## config.mk

```make
export PLATFORM = sky130hd
export DESIGN_NAME = sram_bridge16_flat
export DESIGN_NICKNAME = d
export VERILOG_FILES = /design/src/rtl/sram_bridge16_if.sv /design/src/rtl/sram_bridge16.sv /design/src/flat_wrapper.sv
export SDC_FILE = /design/constraint.sdc
export NUM_CORES = 1
export LEC_CHECK = 0
export BUFFER_PORTS_ARGS = -buffer_cell sky130_fd_sc_hd__buf_2
export CAP_MARGIN = 30
export CORE_AREA = 5 5 98 100
export DETAILED_ROUTE_END_ITERATION = 16
export DIE_AREA = 0 0 103 105
export PLACE_DENSITY = 0.79
export SLEW_MARGIN = 20
export SYNTH_ARGS = -nofsm -noshare
export SYNTH_HDL_FRONTEND = slang
export SYNTH_SLANG_ARGS = --single-unit
```

## constraint.sdc

```tcl
create_clock -name clk -period 1.7 [get_ports clk]
set_clock_uncertainty 0.2 [all_clocks]
set_input_delay 0.17 -clock clk [delete_from_list [all_inputs] [get_ports clk]]
set_output_delay 0.17 -clock clk [all_outputs]
set_load 0.005 [all_outputs]
```

## src/rtl/sram_bridge16_if.sv

```systemverilog
// rtl/sram_bridge16_if.sv - core load/store port and external SRAM pins of the 16-bit data-memory bridge
interface sram_bridge16_if #(
   parameter int AW = 19
);
   logic          mreq;
   logic          mwr;
   logic          mbyte;
   logic [23:0]   adr;
   logic [31:0]   outbus;
   logic [31:0]   inbus;
   logic          stallX;
   logic [AW-1:0] sram_a;
   logic [15:0]   sram_dq_o;
   logic [15:0]   sram_dq_i;
   logic          sram_dq_oe;
   logic          sram_ce_n;
   logic          sram_oe_n;
   logic          sram_we_n;
   logic          sram_lb_n;
   logic          sram_ub_n;

   // master: the core plus the SRAM device; slave: the bridge itself
   modport master (
      output mreq, mwr, mbyte, adr, outbus, sram_dq_i,
      input  inbus, stallX, sram_a, sram_dq_o, sram_dq_oe,
             sram_ce_n, sram_oe_n, sram_we_n, sram_lb_n, sram_ub_n
   );

   modport slave (
      input  mreq, mwr, mbyte, adr, outbus, sram_dq_i,
      output inbus, stallX, sram_a, sram_dq_o, sram_dq_oe,
             sram_ce_n, sram_oe_n, sram_we_n, sram_lb_n, sram_ub_n
   );
endinterface

```

## src/rtl/sram_bridge16.sv

```systemverilog
// rtl/sram_bridge16.sv - splits 32-bit word/byte core accesses into 16-bit async SRAM phases
module sram_bridge16 #(
   parameter int AW   = 19,
   parameter int WAIT = 1
) (
   input  logic           clk,
   input  logic           rst,
   sram_bridge16_if.slave bus
);
   localparam int WCW = (WAIT > 0) ? $clog2(WAIT + 1) : 1;

   typedef enum logic [2:0] {
      IDLE,
      SETUP,
      STB,
      HOLD,
      DONE
   } state_t;

   state_t         state_q, state_d;
   logic           ph_q, ph_d;
   logic [WCW-1:0] wc_q, wc_d;
   logic           done_q, done_d;
   logic [31:0]    inbus_q, inbus_d;
   logic           mwr_q, mwr_d;
   logic           mbyte_q, mbyte_d;
   logic [AW:0]    adr_q, adr_d;
   logic           hit;
   logic           active;

   assign hit = bus.mreq & (bus.adr[23:AW+1] == '0);

   // stallX must not depend on the FSM's next state, only on the request and done_q
   assign bus.stallX = hit & ~done_q & ~rst;
   assign bus.inbus  = (bus.mreq & ~hit) ? 32'h0 : inbus_q;

   always_ff @(posedge clk or posedge rst) begin
      if (rst) begin
         state_q <= IDLE;
         ph_q    <= 1'b0;
         wc_q    <= '0;
         done_q  <= 1'b0;
         inbus_q <= 32'h0;
         mwr_q   <= 1'b0;
         mbyte_q <= 1'b0;
         adr_q   <= '0;
      end else begin
         state_q <= state_d;
         ph_q    <= ph_d;
         wc_q    <= wc_d;
         done_q  <= done_d;
         inbus_q <= inbus_d;
         mwr_q   <= mwr_d;
         mbyte_q <= mbyte_d;
         adr_q   <= adr_d;
      end
   end

   // Request qualifiers are latched so an early mreq drop still finishes cleanly
   always_comb begin
      state_d = state_q;
      ph_d    = ph_q;
      wc_d    = wc_q;
      done_d  = done_q;
      inbus_d = inbus_q;
      mwr_d   = mwr_q;
      mbyte_d = mbyte_q;
      adr_d   = adr_q;

      case (state_q)
         IDLE: begin
            done_d = 1'b0;
            if (hit) begin
               state_d = SETUP;
               ph_d    = bus.mbyte ? bus.adr[1] : 1'b0;
               mwr_d   = bus.mwr;
               mbyte_d = bus.mbyte;
               adr_d   = bus.adr[AW:0];
            end
         end
         SETUP: begin
            state_d = STB;
            wc_d    = '0;
         end
         STB: begin
            if (wc_q == WCW'(WAIT)) begin
               state_d = HOLD;
               if (!mwr_q) begin
                  if (ph_q) begin
                     inbus_d[31:16] = bus.sram_dq_i;
                     if (mbyte_q) inbus_d[15:0] = 16'h0;
                  end else begin
                     inbus_d[15:0] = bus.sram_dq_i;
                     if (mbyte_q) inbus_d[31:16] = 16'h0;
                  end
               end
            end else begin
               wc_d = wc_q + 1'b1;
            end
         end
         HOLD: begin
            if (!mbyte_q && !ph_q) begin
               ph_d    = 1'b1;
               state_d = SETUP;
            end else if (bus.mreq) begin
               done_d  = 1'b1;
               state_d = DONE;
            end else begin
               state_d = IDLE;
            end
         end
         DONE: begin
            if (!bus.mreq) begin
               done_d  = 1'b0;
               state_d = IDLE;
            end
         end
         default: state_d = IDLE;
      endcase
   end

   // Pin drive is decoded from registered state, so reset releases every strobe at once
   always_comb begin
      active         = (state_q == SETUP) || (state_q == STB) || (state_q == HOLD);
      bus.sram_ce_n  = ~active;
      bus.sram_a     = '0;
      bus.sram_dq_o  = 16'h0;
      bus.sram_dq_oe = 1'b0;
      bus.sram_oe_n  = 1'b1;
      bus.sram_we_n  = 1'b1;
      bus.sram_lb_n  = 1'b1;
      bus.sram_ub_n  = 1'b1;
      if (active) begin
         bus.sram_a    = {adr_q[AW:2], ph_q};
         bus.sram_lb_n = mbyte_q & adr_q[0];
         bus.sram_ub_n = mbyte_q & ~adr_q[0];
         if (mwr_q) begin
            bus.sram_dq_oe = 1'b1;
            bus.sram_dq_o  = ph_q ? bus.outbus[31:16] : bus.outbus[15:0];
         end
         if (state_q == STB) begin
            bus.sram_oe_n = mwr_q;
            bus.sram_we_n = ~mwr_q;
         end
      end
   end
endmodule

```

## src/flat_wrapper.sv

```systemverilog
// flat-port wrapper written by rule: the top's interface ports become plain ports
module sram_bridge16_flat 
#(
   parameter int AW   = 19,
   parameter int WAIT = 1
)
  (clk, rst, bus_mreq, bus_mwr, bus_mbyte, bus_adr, bus_outbus, bus_sram_dq_i, bus_inbus, bus_stallX, bus_sram_a, bus_sram_dq_o, bus_sram_dq_oe, bus_sram_ce_n, bus_sram_oe_n, bus_sram_we_n, bus_sram_lb_n, bus_sram_ub_n);
  sram_bridge16_if #(.AW(AW)) bus_i ();
  input  logic clk;
  input  logic rst;
  input wire logic [$bits(bus_i.mreq)-1:0] bus_mreq;
  input wire logic [$bits(bus_i.mwr)-1:0] bus_mwr;
  input wire logic [$bits(bus_i.mbyte)-1:0] bus_mbyte;
  input wire logic [$bits(bus_i.adr)-1:0] bus_adr;
  input wire logic [$bits(bus_i.outbus)-1:0] bus_outbus;
  input wire logic [$bits(bus_i.sram_dq_i)-1:0] bus_sram_dq_i;
  output wire logic [$bits(bus_i.inbus)-1:0] bus_inbus;
  output wire logic [$bits(bus_i.stallX)-1:0] bus_stallX;
  output wire logic [$bits(bus_i.sram_a)-1:0] bus_sram_a;
  output wire logic [$bits(bus_i.sram_dq_o)-1:0] bus_sram_dq_o;
  output wire logic [$bits(bus_i.sram_dq_oe)-1:0] bus_sram_dq_oe;
  output wire logic [$bits(bus_i.sram_ce_n)-1:0] bus_sram_ce_n;
  output wire logic [$bits(bus_i.sram_oe_n)-1:0] bus_sram_oe_n;
  output wire logic [$bits(bus_i.sram_we_n)-1:0] bus_sram_we_n;
  output wire logic [$bits(bus_i.sram_lb_n)-1:0] bus_sram_lb_n;
  output wire logic [$bits(bus_i.sram_ub_n)-1:0] bus_sram_ub_n;
  assign bus_i.mreq = bus_mreq;
  assign bus_i.mwr = bus_mwr;
  assign bus_i.mbyte = bus_mbyte;
  assign bus_i.adr = bus_adr;
  assign bus_i.outbus = bus_outbus;
  assign bus_i.sram_dq_i = bus_sram_dq_i;
  assign bus_inbus = bus_i.inbus;
  assign bus_stallX = bus_i.stallX;
  assign bus_sram_a = bus_i.sram_a;
  assign bus_sram_dq_o = bus_i.sram_dq_o;
  assign bus_sram_dq_oe = bus_i.sram_dq_oe;
  assign bus_sram_ce_n = bus_i.sram_ce_n;
  assign bus_sram_oe_n = bus_i.sram_oe_n;
  assign bus_sram_we_n = bus_i.sram_we_n;
  assign bus_sram_lb_n = bus_i.sram_lb_n;
  assign bus_sram_ub_n = bus_i.sram_ub_n;
  sram_bridge16 #(.AW(AW), .WAIT(WAIT)) u_core (.clk(clk), .rst(rst), .bus(bus_i));
endmodule
```

# Word-level counts from Yosys, hierarchy flattened
# Index checks and enable logic that the tools add are counted.
dict set report classes {
  addsub 1
  eq_ne 11
  n_mux 31
  bitwise_logic 12
  n_reduce_logical 17
}
# operator count
set ops {}
lappend ops {{$mux 16} 4}
lappend ops {{$mux 32} 2}
lappend ops {{$mux 19} 1}
lappend ops {{$mux 1} 15}
lappend ops {{$mux 3} 5}
lappend ops {{$pmux 3 s5} 1}
lappend ops {{$reduce_and 4->1} 3}
lappend ops {{$ne 2x2->1 const B} 4}
lappend ops {{$and 1x1->1} 6}
lappend ops {{$eq 3x2->1 const B} 2}
lappend ops {{$ne 2x1->1 const B} 3}
lappend ops {{$not 1->1} 6}
lappend ops {{$reduce_and 3->1} 2}
lappend ops {{$reduce_bool 2->1} 3}
lappend ops {{$logic_not 4->1} 1}
lappend ops {{$pmux 1 s2} 2}
lappend ops {{$eq 3x1->1 const B} 1}
lappend ops {{$eq 3x3->1 const B} 1}
lappend ops {{$logic_not 3->1} 1}
lappend ops {{$pmux 1 s3} 1}
lappend ops {{$reduce_bool 3->1} 1}
lappend ops {{$logic_not 1->1} 2}
lappend ops {{$logic_or 1x1->1} 2}
lappend ops {{$reduce_and 2->1} 1}
lappend ops {{other kinds (2)} 2}
dict set report totals {
  regBits 60
  input_bits 77
  wordCells 81
}

# Logic depth before layout (Yosys ltp)
dict set report logic_depth {
  depth_word 5
  depth_mapped 6
  ltp_nobuf 3
}

# Worst setup path after synthesis
# OpenSTA, ideal clock, no wires.
dict set report synth_timing {
  path_type {register -> register}
  start {reg u_core.state_q[2]}
  end {reg u_core.inbus_q[0]}
  arrival_time_ps 1364
  setup_slack_ps 6
  path_stages_with_launch 7
  path_buffers 3
  synth_period_minus_slack_ps 1694
  path_cell_list {dfrtp_1 buf_6 nor4b_4 buf_4 nand3_2 buf_2 o2bb2ai_1}
}
dict set report synth_via {
  elab_chain_cells 2
}
# element line_no
set synth_rtl {}
lappend synth_rtl {{start, declared} sram_bridge16.sv:20} ;# state_t state_q, state_d;
lappend synth_rtl {{start signal, assigned} sram_bridge16.sv:48} ;# state_q <= state_d;
lappend synth_rtl {{$eq 3x2->1} sram_bridge16.sv:70} ;# case (state_q)
lappend synth_rtl {{$reduce_and 4->1 (no source line)} n/a}
lappend synth_rtl {{end signal, assigned} sram_bridge16.sv:52} ;# inbus_q <= inbus_d;
lappend synth_rtl {{end, declared} sram_bridge16.sv:24} ;# logic [31:0] inbus_q, inbus_d;
# Every way passes these cells.
# A chain may end at the register's enable or synchronous reset.

# Worst setup path in the final report
dict set report layout_timing {
  start {reg u_core.state_q[0]}
  end {out bus_sram_oe_n}
}
dict set report layout_via {
  elab_chain_cells 4
}
# element line_no
set layout_rtl {}
lappend layout_rtl {{$eq 3x1->1 or $eq 3x2->1 (tied branches)} {sram_bridge16.sv:124, sram_bridge16.sv:141}}
lappend layout_rtl {{$logic_or 1x1->1 (2 in series)} sram_bridge16.sv:124} ;# active = (state_q == SETUP) || (state_q == STB) || (state_q == HOLD);
lappend layout_rtl {{$mux 1 (*)} sram_bridge16.sv:133} ;# if (active) begin
lappend layout_rtl {{end, declared} flat_wrapper.sv:23} ;# output wire logic [$bits(bus_i.sram_oe_n)-1:0] bus_sram_oe_n;
# Mark *: on every way between the ends. The rest lies on a longest branch, timed or not.

==> metrics.yaml <==
status: "complete, but fails checks"
violations: "setup timing"
insertion_delay_ns: 0.33
r2r_setup_slack_ns: -0.16
placed_cells: 530
cap_violations: 0
final_cell_mix: "buf_2, dfrtp_1, and2_1, dlygate4sd3_1, buf_6"
path_cells: "buf_6, nor4b_4, buf_4, buf_6, inv_2, buf_6"
crit_top_cell: "buf_6"
slowest_stage: "dfrtp_1"
vias_per_cell: 5.03
tns_ns: -12.22
grt_pass1_wl_mm: 15.8
dp.final_hpwl_mm: 6.28
gp_congestion: 0.773
period_needed_ns: 1.96
nets: 574
clockBufferDepth: 2
dr_total_vias: 3066
worstHoldPathType: "input pin to flop"
root_buffer: "clkbuf_8"
synth.avg_cell_area_sq_um: 11.3
seq_area_frac_synth_pct: 46.8
rows: 34
top_usage_layer: "met2"
drc: 0
drv_slew: 0
die_h_microns: 105
setup_slack_ns: -0.262
critical-path-top-delay-family: "buffers and inverters"
wirelength_mm: 10.4
final_common_cell: "buf_2"
synth_cell_types: 34
cp.arrival_ns: 1.59
use_met1_pct: 21.9
final_hold_viol_count: 0
wl_per_cell_microns: 17.1
cp.buffers_inverters: 5
critPathLaunchType: "flop"
use_met2_pct: 32.5
async_flop_share_pct: 100
r2r_start: "u_core.state_q[0]"
min_path_cells: 3
first_pass_iters: 4
peakVddDrop_uv: 997
cts_inserted_buffers: 9
area_growth_pct: 70.4
setup_viol: 94
cts.sinks: 59
p_leak_nw: 2.79
grtUsageMet3_pct: 4.46
postLayoutCoreUtil_pct: 62.5
synth_top_area_share_pct: 46.8
ys.flop_type: "dfrtp_1"
netlist_instances: 279
fillers: 689
yosysTopAreaCell: "dfrtp_1"
yosysWarnings: 0
grt_overflow: 0
power_density_nw_per_um2: 1590
cts_tree: "built"
rsz0062_at_grt: "yes"
syn_nets: 356
holdWs_ns: 0.0617
drt-initial-drc-count: 91
antenna_found_initial: 0
synth.ff_latch_count: 59
final_cells: 609
diodes: 0
critPathMaxStageDelay_ns: 0.41
grt_pass1_vias: 3195
finalCritPeriodShare_pct: 115
portBuffers: 150
ioPinCount: 151
hold_path.startpoint: "bus_mreq"
final_antenna_net_count: 0
synth_enable_flop_cells: 0
drive_gt1_share_pct: 56.3
worst_ep_required_time_ns: 1.33
critPathCaptureType: "output port"
tightest_slew_ns: 0.549
path_class: "flop to output port"
fmax_mhz: 510
die_area_sq_um: 10800
grt_max_degree: 39
relSlewSlack_pct: 63.3
synthTopCellsByArea: "dfrtp_1, and2_1, mux2_4"
r2r_cells: 8
die_w_microns: 103
h-tree-depth: 3
path_max_fanout: 5
grt_use_total_pct: 18.2
clkTransAtPathRegs_ns: 0.06
syn_area_sq_um: 3150
rr_endpoint: "u_core.inbus_q[8]"
hold_path_end: "u_core.done_q"
initial_utilization_pct: 36.7
core_sq_um: 8590
## routing by layer
metal	share of wire, %	routed length [microns]	vias to the layer above
met1	39	4040	1511
met4	1.4	147	0
li1	-	-	1428
met5	0	0	-
met2	54	5570	113
met3	6.2	647	14
## registers in the layout, summed over array words and instances (netlist names)
name            flops
u_core.adr_q       19
u_core.done_q       1
u_core.inbus_q     32
u_core.mbyte_q      1
u_core.mwr_q        1
u_core.ph_q         1
u_core.state_q      3
u_core.wc_q         1
## final cells by class
cell class	instances	area, sq um	area share (%)
timing repair buffer	231	1770	33.0
multi-input combinational	191	1770	33.0
inverter	5	22.5	0.419
sequential	59	1480	27.5
clock inverter	4	51.3	0.955
tap	108	135	2.52
clock buffer	11	141	2.63
## worst max path at each step
stage | to | slack, ns | depth (start not counted) | start
after floorplan | u_core.inbus_q[0] | 0.006 | 6 | u_core.state_q[2]
after global placement | bus_inbus[14] | -0.02 | 6 | bus_adr[21]
after detailed placement | bus_inbus[14] | -0.06 | 6 | bus_adr[21]
after CTS | bus_sram_dq_o[1] | -0.24 | 6 | u_core.state_q[2]
after global routing | bus_sram_oe_n | -0.32 | 6 | u_core.state_q[0]
final | bus_sram_oe_n | -0.26 | 6 | u_core.state_q[0]
## worst min-delay path, stage by stage
cell	delay, ns
buf_2	0.17
a31oi_1	0.15
nor2_1	0.06
## cells in the mapped netlist, types with 2 or more instances
cell / instances
mux2_2: 2
buf_6: 4
nor2b_1: 2
nand2_1: 6
buf_4: 2
and2_1: 52
nand3_1: 17
mux2_4: 19
a31oi_1: 2
a32o_1: 16
dfrtp_1: 59
buf_2: 8
nand2b_1: 2
mux2i_1: 17
clkbuf_1: 11
inv_1: 5
o21ai_0: 3
a21oi_1: 2
o2bb2ai_1: 16
nor2_1: 20
## metrics by stage
step	setup WS, ns	area (sq um)	power (mW)
2_1_floorplan	0.00595	3160	4.56
3_3_place_gp	-0.0226	4140	5.78
3_5_place_dp	-0.0602	4140	5.90
4_1_cts	-0.237	5030	7.92
5_1_grt	-0.323	5370	9.04
6_report	-0.262	5370	8.53
## report_power, final
part	internal, mW	leakage [nW]	switching (mW)
Clock	0.709	0.0954	0.548
Combinational	2.73	1.94	2.01
Sequential	2.04	0.757	0.487
Total	5.49	2.79	3.05
## repair_timing
item	CTS	global route
hold buffers	40	0
setup buffers	8	10
resized for setup	39	53
pin swaps	18	24
endpoints found under the setup margin	95	100
cloned	5	2
hold endpoints to repair	77	0
## logic make-up after synthesis
| logic type | share of synthesized area, % |
|---|---|
| AND/OR/NAND/NOR | 20.6 |
| flip-flops | 46.8 |
| AO/OA/AOI/OAI | 12.1 |
| multiplexers | 15.2 |
| buffers and inverters | 5.08 |
| XOR/XNOR | 0.278 |
(Power assumes the default switching activity.)
